==> config.mk <==
export PLATFORM = sky130hd
export DESIGN_NAME = bp_mem_cmd_arbiter_2to1
export DESIGN_NICKNAME = d
export VERILOG_FILES = /design/src/rtl/bp_mem_cmd_arbiter_2to1.sv
export SDC_FILE = /design/constraint.sdc
export NUM_CORES = 1
export LEC_CHECK = 0
export BUFFER_PORTS_ARGS = -buffer_cell sky130_fd_sc_hd__buf_2
export CAP_MARGIN = 20
export CORE_AREA = 5 5 251 253
export DETAILED_ROUTE_END_ITERATION = 12
export DIE_AREA = 0 0 256 258
export GPL_TIMING_DRIVEN = 0
export PLACE_DENSITY = 0.4
export RECOVER_POWER = 100
export SETUP_SLACK_MARGIN = 0.05
export SLEW_MARGIN = 20
export SYNTH_ARGS = -nofsm -noshare
export SYNTH_HDL_FRONTEND = slang
export SYNTH_SLANG_ARGS = --single-unit
==> constraint.sdc <==
create_clock -name clk_i -period 2.4 [get_ports clk_i]
set_input_delay 0.36 -clock clk_i [delete_from_list [all_inputs] [get_ports clk_i]]
set_output_delay 0.36 -clock clk_i [all_outputs]
set_load 0.1 [all_outputs]
==> src/rtl/bp_mem_cmd_arbiter_2to1.sv <==
// Two-requester bp_mem command arbiter with in-order response steering via an ID FIFO.
// Define BP_MEM_ARB_FIXED_PRIO_EN to make req0 always win instead of round-robin.
module bp_mem_cmd_arbiter_2to1 #(
  parameter int mem_msg_width_p = 128,
  parameter int fifo_els_p      = 4,
  localparam int ptr_width_lp   = $clog2(fifo_els_p+1)
) (
  input  logic                         clk_i,
  input  logic                         reset_i,
  input  logic [2*mem_msg_width_p-1:0] req_cmd_i,
  input  logic [1:0]                   req_cmd_v_i,
  output logic [1:0]                   req_cmd_ready_o,
  output logic [mem_msg_width_p-1:0]   req_resp_o,
  output logic [1:0]                   req_resp_v_o,
  input  logic [1:0]                   req_resp_yumi_i,
  output logic [mem_msg_width_p-1:0]   mem_cmd_o,
  output logic                         mem_cmd_v_o,
  input  logic                         mem_cmd_ready_i,
  input  logic [mem_msg_width_p-1:0]   mem_resp_i,
  input  logic                         mem_resp_v_i,
  output logic                         mem_resp_yumi_o,
  output logic [ptr_width_lp-1:0]      outstanding_o
);

  localparam int addr_width_lp = $clog2(fifo_els_p);

  logic                     active;
  logic [fifo_els_p-1:0]    id_mem;
  logic [addr_width_lp-1:0] wr_ptr;
  logic [addr_width_lp-1:0] rd_ptr;
  logic [ptr_width_lp-1:0]  count;
  logic                     fifo_full;
  logic                     fifo_empty;
  logic                     winner;
  logic                     grant_v;
  logic                     head;
  logic                     push;
  logic                     pop;
  logic                     resp_v;

  assign fifo_full  = (count == ptr_width_lp'(fifo_els_p));
  assign fifo_empty = (count == '0);

`ifdef BP_MEM_ARB_FIXED_PRIO_EN
  assign winner = ~req_cmd_v_i[0];
`else
  logic rr_ptr;
  assign winner = (&req_cmd_v_i) ? rr_ptr : req_cmd_v_i[1];
`endif

  // active stays low through reset and the cycle after, masking every handshake
  assign grant_v         = active & ~reset_i & (|req_cmd_v_i) & ~fifo_full;
  assign mem_cmd_v_o     = grant_v;
  assign mem_cmd_o       = !grant_v ? '0
                         : winner   ? req_cmd_i[mem_msg_width_p +: mem_msg_width_p]
                                    : req_cmd_i[0 +: mem_msg_width_p];
  assign req_cmd_ready_o = (grant_v & mem_cmd_ready_i) ? (winner ? 2'b10 : 2'b01) : 2'b00;
  assign push            = grant_v & mem_cmd_ready_i;

  assign head            = id_mem[rd_ptr];
  assign resp_v          = active & ~reset_i & mem_resp_v_i & ~fifo_empty;
  assign req_resp_v_o    = resp_v ? (head ? 2'b10 : 2'b01) : 2'b00;
  assign req_resp_o      = mem_resp_i;
  assign pop             = resp_v & req_resp_yumi_i[head];
  assign mem_resp_yumi_o = pop;
  assign outstanding_o   = count;

  always_ff @(posedge clk_i) begin
    if (push) begin
      id_mem[wr_ptr] <= winner;
    end
  end

  always_ff @(posedge clk_i) begin
    if (reset_i) begin
      active <= 1'b0;
      wr_ptr <= '0;
      rd_ptr <= '0;
      count  <= '0;
`ifndef BP_MEM_ARB_FIXED_PRIO_EN
      rr_ptr <= 1'b0;
`endif
    end else begin
      active <= 1'b1;
      if (push) begin
        wr_ptr <= wr_ptr + addr_width_lp'(1);
`ifndef BP_MEM_ARB_FIXED_PRIO_EN
        rr_ptr <= ~winner;
`endif
      end
      if (pop) begin
        rd_ptr <= rd_ptr + addr_width_lp'(1);
      end
      case ({push, pop})
        2'b10:   count <= count + ptr_width_lp'(1);
        2'b01:   count <= count - ptr_width_lp'(1);
        default: count <= count;
      endcase
    end
  end

  // A response with nothing outstanding cannot be steered anywhere
  always_ff @(posedge clk_i) begin
    if (!reset_i && active) begin
      assert (!(mem_resp_v_i && fifo_empty))
        else $error("bp_mem_cmd_arbiter_2to1: mem_resp_v_i with no outstanding command");
    end
  end

endmodule

==> out/qor.yml, run 1 <==
synthesis:
  syn_area_per_cell_sq_um: 5.55
  synth_top_flop_cell: "dfxtp_1"
  synth_cell_types: 32
  synth-edff-count: 4
  ys_warn_count: 0
  netlist_instances: 625
  synth_nets: 1023
  ys_ff_latch: 13
  synthesis.area_sq_mm: 0.00347
  yosysSeqAreaShare_pct: 8.65
  async_flop_share_pct: 0
place:
  portBuffers: 527
  place_hpwl_um: 25900
  pre_cts_slack_ps: -1060
  place_congestion: 0.867
  dp.cells: 1942
global_routing:
  grt_pass1_wl_um: 40400
  antenna_found_initial: 4
  grt_pass1_vias: 6510
  grtUsageTotal_pct: 7.93
  grt_max_degree: 14
  grt_overflow: 0
route:
  wl_per_cell_um: 15.2
  drcViolationCount: 0
  viasPerCell: 3.13
  wl_met2_um: 15800
  ant_nets: 0
  drtIter0Drc: 169
  met1Wirelength_um: 10800
  firstDrtPassIters: 4
  routed.top_layer: "met5"
  routed_wl_um: 29600
  wl_met3_um: 2360
  vias: 6121
critical_path:
  worst_setup_path_start_kind: "flip-flop"
  path_max_fanout: 4
  arrival_ps: 2650
  reg2regPathDepth: 9
  criticalPathCategory: "reg -> reg"
  cpPeakStageDelay_ps: 560
  crit_chain: "mux4_2 -> mux2i_4 -> nor2_4 -> ha_4 -> inv_2 -> fa_2 -> xor2_1 -> or3_1 -> a21oi_1"
  crit_required_ps: 2570
  cp-end-kind: "flip-flop"
  slowest_stage: "mux4_2"
sta:
  setup_viol: 1
  fmax_ghz: 0.403
  hold_slack_ps: 310
  fin_tns_setup_ps: -83.2
  tightest_slew_ps: 1400
  fin_skew_ps: 3.05
  rsz0062_at_grt: "true"
  hold_viol: 0
  drv_slew: 0
  period_share_pct: 103
  setup_ws_ps: -83.2
  slew_headroom_pct: 7.05
  period_needed_ps: 2480
die:
  fp.dieH_um: 258
  rows: 91
  die_area_sq_mm: 0.0660
  die_w_um: 256
  start_util_pct: 5.71
  io_pins: 657
  core_sq_mm: 0.0608
power_and_ir_drop:
  ir_worst_vdd_mv: 0.189
  p_int_w: 0.00107
  p_seq_share_pct: 7.3
  swShare_pct: 66.7
  p_leak_nw: 3.89
  clockPowerShare_pct: 9.9
  combinationalPowerShare_pct: 82.8
  switchingPower_w: 0.00215
  power.density_mw_per_mm2: 393
cells_and_area:
  drive_gt1_share_pct: 55.3
  fin_cells: 1953
  layout_common_cells: "276 x buf_2, 256 x nand2_1, 194 x buf_4"
  final_nets: 1561
  nFillCells: 7122
  synthToLayoutAreaGrowth_pct: 136
  final_common_cell: "buf_2"
cts:
  clkLatencyLatePin_ps: 250
  cts_sinks: 13
  holdBufCountCts: 0
  root_buffer: "clkbuf_16"
  cts_made_buffers: 3
  cts.htree.levels: 1
  clk_path_buf_depth: 2
  clkTransAtPathRegs_ps: 50
  cts_tree: "yes"
hold_path:
  hold_class: "in -> reg"
  hold-path-cell-count: 2
run_status:
  status: "finished, violations left"
  violations: "negative setup slack"
run:
  maxCapViolCount: 0
final cells by class:
type,instances,area [sq um],share of cell area (%)
Timing Repair Buffer,533,3110,38.0
Buffer,171,1320,16.2
Tap cell,790,988,12.1
Antenna cell,1,2.50,0.0306
Inverter,12,45.0,0.551
Sequential cell,13,315,3.86
Multi-Input combinational cell,429,2310,28.3
Clock inverter,1,5.00,0.0612
Clock buffer,3,75.1,0.919
sequential cells by signal, summed over array words and instances, names as in the netlist:
register,count
active,1
id_mem,4
outstanding_o,3
rd_ptr,2
rr_ptr,1
wr_ptr,2
Yosys cell counts (2+ instances only):
cell type | instances | area (sq um)
nand2_1 | 256 | 961
a21oi_1 | 131 | 656
buf_4 | 128 | 961
clkbuf_1 | 26 | 97.6
buf_2 | 14 | 70.1
inv_1 | 11 | 41.3
nor2_1 | 11 | 41.3
dfxtp_1 | 9 | 180
ha_1 | 5 | 62.6
and2_2 | 4 | 30.0
edfxtp_1 | 4 | 120
or3_1 | 3 | 18.8
buf_1 | 2 | 7.51
o21ai_0 | 2 | 10.0
xor2_1 | 2 | 17.5
stage by stage:
stage | power, W | util (%) | area [sq um]
3_5_place_dp | 0.00279 | 12.0 | 7320
4_1_cts | 0.00324 | 13.4 | 8120
3_3_place_gp | 0.00278 | 12.0 | 7310
2_1_floorplan | 0.00222 | - | 3690
6_report | 0.00321 | 13.4 | 8170
5_1_grt | 0.00334 | 13.4 | 8170
worst max-delay path, delay by kind of cell, from the launching register on:
kind | cells | cell delay [ps]
multiplexers | 2 | 800
adder cells (fa/ha/maj) | 2 | 500
AND/OR/NAND/NOR | 2 | 430
flip-flops | 1 | 360
XOR/XNOR | 1 | 150
AO/OA/AOI/OAI | 1 | 120
buffers and inverters | 1 | 40
cell families (layout without fill, tap and decap cells):
group	count (synthesis)	after routing	share of synthesized area [%]
simple gates	278	278	31.4
fa+ha+maj	6	6	2.38
other cells	0	1	0
xor+xnor	3	3	0.757
flops	13	13	8.65
buf+inv	183	720	34.4
mux	3	3	1.33
compound gates	139	139	21.1
routing by layer:
| layer | global-route usage, % | vias up |
|---|---|---|
| met3 | 2.16 | 31 |
| met2 | 15.8 | 373 |
| met5 | 0 | - |
| met1 | 8.35 | 2769 |
| li1 | - | 2946 |
| met4 | 1.50 | 2 |
power groups by stage:
| stage | clock, W | combinational [W] | sequential, W |
|---|---|---|---|
| after detailed placement | 0 | 0.00255 | 0.000239 |
| after floorplan | 0 | 0.00197 | 0.000247 |
| after global placement | 0 | 0.00254 | 0.000239 |
| after global routing | 0.000332 | 0.00277 | 0.000235 |
| after CTS | 0.000323 | 0.00269 | 0.000236 |
| final | 0.000319 | 0.00266 | 0.000235 |
final timing paths:
check | start | end | slack [ps]
max | rd_ptr[0]$_SDFFE_PP0P_ | outstanding_o[2]$_SDFFE_PP0P_ | -80
min | reset_i | outstanding_o[2]$_SDFFE_PP0P_ | 310
max reg2reg | rd_ptr[0]$_SDFFE_PP0P_ | outstanding_o[2]$_SDFFE_PP0P_ | -80
min reg2reg | rd_ptr[1]$_SDFFE_PP0P_ | rd_ptr[1]$_SDFFE_PP0P_ | 520
what timing repair did:
item                                    4_1_cts  5_1_grt
gates resized for setup                     233       76
pin swaps                                     4        1
setup buffers                                 5        0
hold endpoints to repair                      0        0
endpoints found under the setup margin      125      112
cloned                                        1        0
No activity file was read; power rests on OpenSTA's default activity.
==> inputs of run 2 (changes only) <==
--- a/config.mk
+++ b/config.mk
@@ -5,13 +5,14 @@
 export SDC_FILE = /design/constraint.sdc
 export NUM_CORES = 1
 export LEC_CHECK = 0
+export ABC_AREA = 1
 export BUFFER_PORTS_ARGS = -buffer_cell sky130_fd_sc_hd__buf_2
 export CAP_MARGIN = 20
-export CORE_AREA = 5 5 251 253
+export CORE_AREA = 5 5 252 254
 export DETAILED_ROUTE_END_ITERATION = 12
-export DIE_AREA = 0 0 256 258
+export DIE_AREA = 0 0 257 259
 export GPL_TIMING_DRIVEN = 0
-export PLACE_DENSITY = 0.4
+export PLACE_DENSITY = 0.41
 export RECOVER_POWER = 100
 export SETUP_SLACK_MARGIN = 0.05
 export SLEW_MARGIN = 20
==> constraint.sdc (replaced) <==
create_clock -name clk_i -period 2.1 [get_ports clk_i]
set_input_delay 0.315 -clock clk_i [delete_from_list [all_inputs] [get_ports clk_i]]
set_output_delay 0.315 -clock clk_i [all_outputs]
set_load 0.1 [all_outputs]
==> out/qor.yml, run 2 <==
power_and_ir_drop:
  p_seq_share_pct: 5.9  # was 7.3%
  combinationalPowerShare_pct: 86.3  # was 82.8%
  swShare_pct: 61.8  # was 66.7%
  ir_worst_vdd_mv: 0.194  # was 0.189 mV
  p_leak_nw: 5.08  # was 3.89 nW
  finalPower_w: 0.00461  # was 0.00321 W
  clockPowerShare_pct: 7.8  # was 9.9%
  switchingPower_w: 0.00285  # was 0.00215 W
  p_int_w: 0.00176  # was 0.00107 W
  power.density_mw_per_mm2: 379  # was 393 mW/mm^2
cells_and_area:
  final_nets: 1615  # was 1561
  final_common_cell: "buf_2"  # unchanged
  fin_cells: 2006  # was 1953
  nFillCells: 6804  # was 7122
  max_flop_register: "id_mem"  # unchanged
  layout_common_cells: "269 x buf_2, 167 x nand2_1, 142 x buf_4"  # was 276 x buf_2, 256 x nand2_1, 194 x buf_4
  synthToLayoutAreaGrowth_pct: 202  # was 136%
  largest_reg_flops: 4  # unchanged
  drive_gt1_share_pct: 71.5  # was 55.3%
  antenna_cells: 0  # was 1
sta:
  fmax_ghz: 0.481
  period_needed_ps: 2080
  slew_headroom_pct: 18.0  # was 7.05%
  rsz0062_at_grt: "true"  # unchanged
  period_share_pct: 99.0
  setup_viol: 0  # was 1
  drv_slew: 0  # unchanged
  fin_skew_ps: 2.09  # was 3.05 ps
  tightest_slew_ps: 1240  # was 1400 ps
  hold_viol: 0  # unchanged
cts:
  cts_made_buffers: 3  # unchanged
  cts_sinks: 13  # unchanged
  cts.htree.levels: 1  # unchanged
  clkTransAtPathRegs_ps: 50  # about the same
  holdBufCountCts: 0  # unchanged
  clk_path_buf_depth: 2  # unchanged
  clkLatencyLatePin_ps: 240  # was 250 ps
  cts_tree: "yes"  # unchanged
  root_buffer: "clkbuf_16"  # unchanged
route:
  firstDrtPassIters: 4  # unchanged
  wl_per_cell_um: 16.5  # was 15.2 um
  drtIter0Drc: 147  # was 169
  routed_wl_um: 33100  # was 29600 um
  ant_nets: 0  # unchanged
  vias: 6404  # was 6121
  drcViolationCount: 0  # unchanged
  viasPerCell: 3.19  # was 3.13
critical_path:
  critPathLaunch: "rr_ptr$_SDFFE_PP0P_"  # was rd_ptr[0]$_SDFFE_PP0P_
  crit_required_ps: 1780  # was 2570 ps
  rr_startpoint: "outstanding_o[0]$_SDFFE_PP0P_"  # was rd_ptr[0]$_SDFFE_PP0P_
  criticalPathCategory: "reg -> out"  # was reg -> reg
  reg2reg_to: "outstanding_o[2]$_SDFFE_PP0P_"  # unchanged
  crit_chain: "inv_2 -> nand2_4 -> nand2_8 -> inv_12 -> buf_16 -> buf_6 -> nand2_1 -> a21oi_4 -> buf_12"  # was mux4_2 -> mux2i_4 -> nor2_4 -> ha_4 -> inv_2 -> fa_2 -> xor2_1 -> or3_1 -> a21oi_1
  cpPeakStageDelay_ps: 330  # was 560 ps
  regToRegSetupSlack_ps: 120  # was -80 ps
  cp-end-kind: "output pin"  # was flip-flop
  arrival_ps: 1760  # was 2650 ps
  worst_setup_path_start_kind: "flip-flop"  # unchanged
  endpoint: "mem_cmd_o[20]"  # was outstanding_o[2]$_SDFFE_PP0P_
  slowest_stage: "dfxtp_2"  # was mux4_2
  reg2regPathDepth: 13  # was 9
  path_max_fanout: 10  # was 4
die:
  die_w_um: 257  # was 256 um
  core_sq_mm: 0.0610  # was 0.0608 sq mm
  io_pins: 657  # unchanged
  start_util_pct: 6.60  # was 5.71%
  rows: 91  # unchanged
  fp.dieH_um: 259  # was 258 um
  die_area_sq_mm: 0.0666  # was 0.0660 sq mm
synthesis:
  ys_ff_latch: 13  # unchanged
  synthesis.area_sq_mm: 0.00403  # was 0.00347 sq mm
  yosys.area.top_type: "nand2_1"  # was buf_4
  yosysSeqAreaShare_pct: 7.46  # was 8.65%
  async_flop_share_pct: 0  # unchanged
  synthTopCellsByCount: "272 x nand2_1, 130 x buf_4, 100 x a21oi_2, 34 x a21oi_1, 25 x buf_2"  # was 256 x nand2_1, 131 x a21oi_1, 128 x buf_4, 26 x clkbuf_1, 14 x buf_2
  ys_warn_count: 0  # unchanged
  synth_cell_types: 24  # was 32
  syn_area_per_cell_sq_um: 6.15  # was 5.55 sq um
  netlist_instances: 655  # was 625
  yosys.area.top_type_share_pct: 25.4  # was 27.7%
  synth_most_common_cell: "nand2_1"  # unchanged
  synth_nets: 1053  # was 1023
  synth-edff-count: 4  # unchanged
  synth_area_leaders: "nand2_1 25%, buf_4 24%, a21oi_2 22%"  # was buf_4 28%, nand2_1 28%, a21oi_1 19%
  synth_top_flop_cell: "dfxtp_1"  # unchanged
place:
  place_congestion: 0.785  # was 0.867
  portBuffers: 528  # was 527
  place_hpwl_um: 26300  # was 25900 um
  dp.cells: 1973  # was 1942
hold_path:
  hold_class: "in -> reg"  # unchanged
  hold_start: "reset_i"  # unchanged
global_routing:
  grt_overflow: 0  # unchanged
  grt_max_degree: 14  # unchanged
  grt_pass1_vias: 7019  # was 6510
  grt_pass1_wl_um: 43200  # was 40400 um
  antenna_found_initial: 1  # was 4
  grtUsageTotal_pct: 8.38  # was 7.93%
run:
  maxCapViolCount: 0  # unchanged
run_status:
  status: "complete, no violations"  # was finished, violations left
[run 2: cell count changes in the layout (fill, tap and decap cells not counted), moves of 8 or more]
cell,delta
a21oi_4,+106
buf_16,+16
nand2_4,+39
a21oi_2,-20
buf_6,-56
clkbuf_4,-18
nand2_2,+67
buf_12,+138
buf_4,-52
clkbuf_16,+10
nand2_1,-89
clkbuf_2,-8
a21oi_1,-83
[run 2: worst min-delay path by stage]
stage | to | slack, ps | cells after the start
final | wr_ptr[0]$_SDFFE_PP0P_ | 280 | 2
after global routing | wr_ptr[0]$_SDFFE_PP0P_ | 290 | 2
after CTS | wr_ptr[0]$_SDFFE_PP0P_ | 280 | 2
after detailed placement | outstanding_o[0]$_SDFFE_PP0P_ | 460 | 1
after global placement | outstanding_o[0]$_SDFFE_PP0P_ | 450 | 1
after floorplan | wr_ptr[0]$_SDFFE_PP0P_ | 380 | 1
[run 2: what timing repair did]
item                                    in CTS  in global routing
cloned                                       5                 11
pin swaps                                   22                 50
gates resized for setup                    605                199
endpoints found under the setup margin     131                132
buffers inserted                             5                  9
[run 2: worst max-delay path, delay by kind of cell, from the launching register on]
family | cells | cell delay, ps
and+or+nand+nor | 3 | 270
AOI/OAI and AO/OA | 1 | 210
buffers and inverters | 5 | 690
DFF | 1 | 330
[run 2: cell type report]
cell class / count / area, sq um / share of cell area [%]
timing repair buffer: 558 / 4910 / 40.4
tap: 790 / 988 / 8.13
multi-input combinational: 452 / 3980 / 32.8
sequential: 13 / 318 / 2.61
clock buffer: 4 / 78.8 / 0.648
buffer: 169 / 1780 / 14.6
inverter: 20 / 103 / 0.844
[run 2: power groups by stage]
stage,Sequential [W],Clock [W],Combinational [W]
after floorplan,0.000292,0,0.00257
after global placement,0.000276,0,0.00324
after detailed placement,0.000277,0,0.00326
after CTS,0.000272,0.000369,0.00380
after global routing,0.000272,0.000386,0.00414
final,0.000272,0.000358,0.00398
[run 2: cell families after synthesis]
logic type | Yosys count | synth area share [%]
AND/OR/NAND/NOR | 304 | 30.0
buffers and inverters | 190 | 33.1
AO/OA/AOI/OAI | 141 | 27.1
flip-flops | 13 | 7.46
adder cells (fa/ha/maj) | 6 | 2.05
XOR/XNOR | 1 | 0.218
[run 2: routing by layer]
layer	GRT usage (%)	up-vias	part of all wire, %
li1	-	3079	-
met1	9.07	2906	37
met2	16.3	379	53
met3	1.83	40	6.8
met4	2.36	0	3.5
met5	0	-	0
[run 2: per-stage QoR]
stage | setup slack, ps | utilization (%) | setup TNS [ps] | cell area [sq um] | hold WS, ps
6_report | 21.5 | 19.9 | 0 | 12200 | 284
5_1_grt | -57.5 | 19.9 | -1010 | 12200 | 290
3_5_place_dp | -774 | 14.4 | -52940 | 8760 | 457
2_1_floorplan | -190 | - | -591 | 5130 | 384
3_3_place_gp | -764 | 14.4 | -50030 | 8760 | 454
4_1_cts | -14.6 | 18.4 | -37.5 | 11200 | 283
==> inputs of run 3 (changes only) <==
--- a/config.mk
+++ b/config.mk
@@ -12,6 +12,7 @@
 export DETAILED_ROUTE_END_ITERATION = 12
 export DIE_AREA = 0 0 257 259
 export GPL_TIMING_DRIVEN = 0
+export MAX_ROUTING_LAYER = met4
 export PLACE_DENSITY = 0.41
 export RECOVER_POWER = 100
 export SETUP_SLACK_MARGIN = 0.05
==> out/qor.yml, run 3 (same netlist as run 2, synthesis figures left out) <==
run_status:
  status: "complete, no violations"  # unchanged
cells_and_area:
  final_core_utilization_pct: 19.9  # about the same
  final_nets: 1615  # unchanged
  antenna_cells: 0  # unchanged
  max_flop_register: "id_mem"  # unchanged
  layout_common_cells: "269 x buf_2, 168 x nand2_1, 142 x buf_4"  # was 269 x buf_2, 167 x nand2_1, 142 x buf_4
  drive_gt1_share_pct: 71.5  # about the same
  synthToLayoutAreaGrowth_pct: 202  # about the same
  stdcell_area_sq_mm: 0.0121  # was 0.0122 sq mm
  largest_reg_flops: 4  # unchanged
  final_common_cell: "buf_2"  # unchanged
cts:
  cts_sinks: 13  # unchanged
  cts_made_buffers: 3  # unchanged
  cts_tree: "yes"  # unchanged
  clkTransAtPathRegs_ps: 50  # about the same
  clk_path_buf_depth: 2  # unchanged
  root_buffer: "clkbuf_16"  # unchanged
  clkLatencyLatePin_ps: 240  # about the same
  cts.htree.levels: 1  # unchanged
  holdBufCountCts: 0  # unchanged
critical_path:
  path_buf_inv: 5  # unchanged
  cpLargestDelayFamily: "buffers and inverters"  # unchanged
  critPathLaunch: "outstanding_o[1]$_SDFFE_PP0P_"  # was rr_ptr$_SDFFE_PP0P_
  path_max_fanout: 6  # was 10
  cp_common_cell: "buf_12"
  rr_startpoint: "outstanding_o[0]$_SDFFE_PP0P_"  # unchanged
  criticalPathCategory: "reg -> out"  # unchanged
  worst_setup_path_start_kind: "flip-flop"  # unchanged
  regToRegSetupSlack_ps: 120  # about the same
  reg2regPathDepth: 13  # unchanged
  slowest_stage: "dfxtp_4"  # was dfxtp_2
  cp.depth: 8  # was 9
  crit_chain: "clkinv_4 -> nand2_4 -> o21ai_4 -> buf_12 -> clkbuf_16 -> buf_16 -> a21oi_4 -> buf_12"  # was inv_2 -> nand2_4 -> nand2_8 -> inv_12 -> buf_16 -> buf_6 -> nand2_1 -> a21oi_4 -> buf_12
  cp-end-kind: "output pin"  # unchanged
  endpoint: "mem_cmd_o[9]"  # was mem_cmd_o[20]
  reg2reg_to: "outstanding_o[2]$_SDFFE_PP0P_"  # unchanged
  crit_required_ps: 1780  # about the same
  cpPeakStageDelay_ps: 360  # was 330 ps
  arrival_ps: 1760  # about the same
global_routing:
  grt_pass1_vias: 7037  # was 7019
  antenna_found_initial: 1  # unchanged
  grt_overflow: 0  # unchanged
  grt_max_degree: 14  # unchanged
  grtUsageTotal_pct: 8.62  # was 8.38%
  grt_pass1_wl_um: 43100  # was 43200 um
sta:
  fmax_ghz: 0.483  # was 0.481 GHz
  fin_skew_ps: 2.40  # was 2.09 ps
  drv_slew: 0  # unchanged
  period_needed_ps: 2070  # was 2080 ps
  hold_viol: 0  # unchanged
  period_share_pct: 98.6  # was 99.0%
  tightest_slew_ps: 1230  # was 1240 ps
  rsz0062_at_grt: "true"  # unchanged
  slew_headroom_pct: 18.3  # was 18.0%
  setup_viol: 0  # unchanged
place:
  portBuffers: 528  # unchanged
  place_hpwl_um: 26300  # unchanged
  placed_cell_area_sq_mm: 0.00876  # unchanged
  place_congestion: 0.796  # was 0.785
die:
  die_w_um: 257  # unchanged
  fp.dieH_um: 259  # unchanged
  core_sq_mm: 0.0610  # unchanged
  die_area_sq_mm: 0.0666  # unchanged
  rows: 91  # unchanged
  start_util_pct: 6.60  # unchanged
  io_pins: 657  # unchanged
power_and_ir_drop:
  ir_worst_vdd_mv: 0.194  # about the same
  p_leak_nw: 5.08  # about the same
  power.density_mw_per_mm2: 380  # was 379 mW/mm^2
run:
  maxCapViolCount: 0  # unchanged
route:
  drcViolationCount: 0  # unchanged
  ant_nets: 0  # unchanged
  routed_wl_um: 33000  # was 33100 um
  wl_per_cell_um: 16.5  # about the same
  firstDrtPassIters: 4  # unchanged
  drtIter0Drc: 125  # was 147
  viasPerCell: 3.20  # was 3.19
  vias: 6426  # was 6404
hold_path:
  hold_class: "in -> reg"  # unchanged
run 3: changes by cell type in the layout (fill, tap and decap cells not counted):
| cell | before | now |
|---|---|---|
| buf_8 | 9 | 10 |
| buf_12 | 141 | 140 |
| nand2_2 | 67 | 66 |
| nand2_1 | 167 | 168 |
run 3: final cells by class:
type | count | area, sq um
Tap cell | 790 | 988
Timing Repair Buffer | 558 | 4900
Buffer | 169 | 1780
Multi-Input combinational cell | 452 | 3980
Inverter | 20 | 103
Fill cell | 6804 | 48900
Clock buffer | 4 | 78.8
Sequential cell | 13 | 318
run 3: per-stage QoR:
step / setup slack, ps / TNS [ps] / hold WS (ps) / power (W) / instances
after detailed placement: -774 / -52940 / 457 / 0.00354 / 1973
after global placement: -764 / -50030 / 454 / 0.00352 / 1973
after global routing: -57.4 / -1000 / 290 / 0.00479 / 2006
after CTS: -14.6 / -37.5 / 283 / 0.00444 / 1987
after floorplan: -190 / -591 / 384 / 0.00286 / 655
final: 28.7 / 0 / 284 / 0.00461 / 2006
run 3: timing repair:
action / in CTS / in global routing
gates cloned: 5 / 11
endpoints found under the setup margin: 131 / 132
setup buffers: 5 / 9
resized for setup: 605 / 197
pin swaps: 22 / 50
run 3: power by group:
part	leakage, nW	total (W)	internal, W	switching [W]
Sequential	0.114	0.000272	0.000264	0.00000721
Combinational	4.92	0.00398	0.00124	0.00274
Clock	0.0382	0.000358	0.000256	0.000103
run 3: worst min path at each step:
stage	slack, ps	startpoint	to	depth (start not counted)
3_3_place_gp	450	outstanding_o[0]$_SDFFE_PP0P_	outstanding_o[0]$_SDFFE_PP0P_	1
3_5_place_dp	460	outstanding_o[0]$_SDFFE_PP0P_	outstanding_o[0]$_SDFFE_PP0P_	1
5_1_grt	290	reset_i	wr_ptr[0]$_SDFFE_PP0P_	2
6_report	280	reset_i	wr_ptr[0]$_SDFFE_PP0P_	2
2_1_floorplan	380	reset_i	wr_ptr[0]$_SDFFE_PP0P_	1
4_1_cts	280	reset_i	wr_ptr[0]$_SDFFE_PP0P_	2
run 3: routing by layer:
| layer | track usage [%] | up-vias | routed length [um] |
|---|---|---|---|
| met1 | 9.40 | 2927 | 12700 |
| li1 | - | 3078 | - |
| met2 | 16.3 | 379 | 17300 |
| met4 | 2.36 | 0 | 1200 |
| met5 | - | - | 0 |
| met3 | 1.25 | 42 | 1830 |
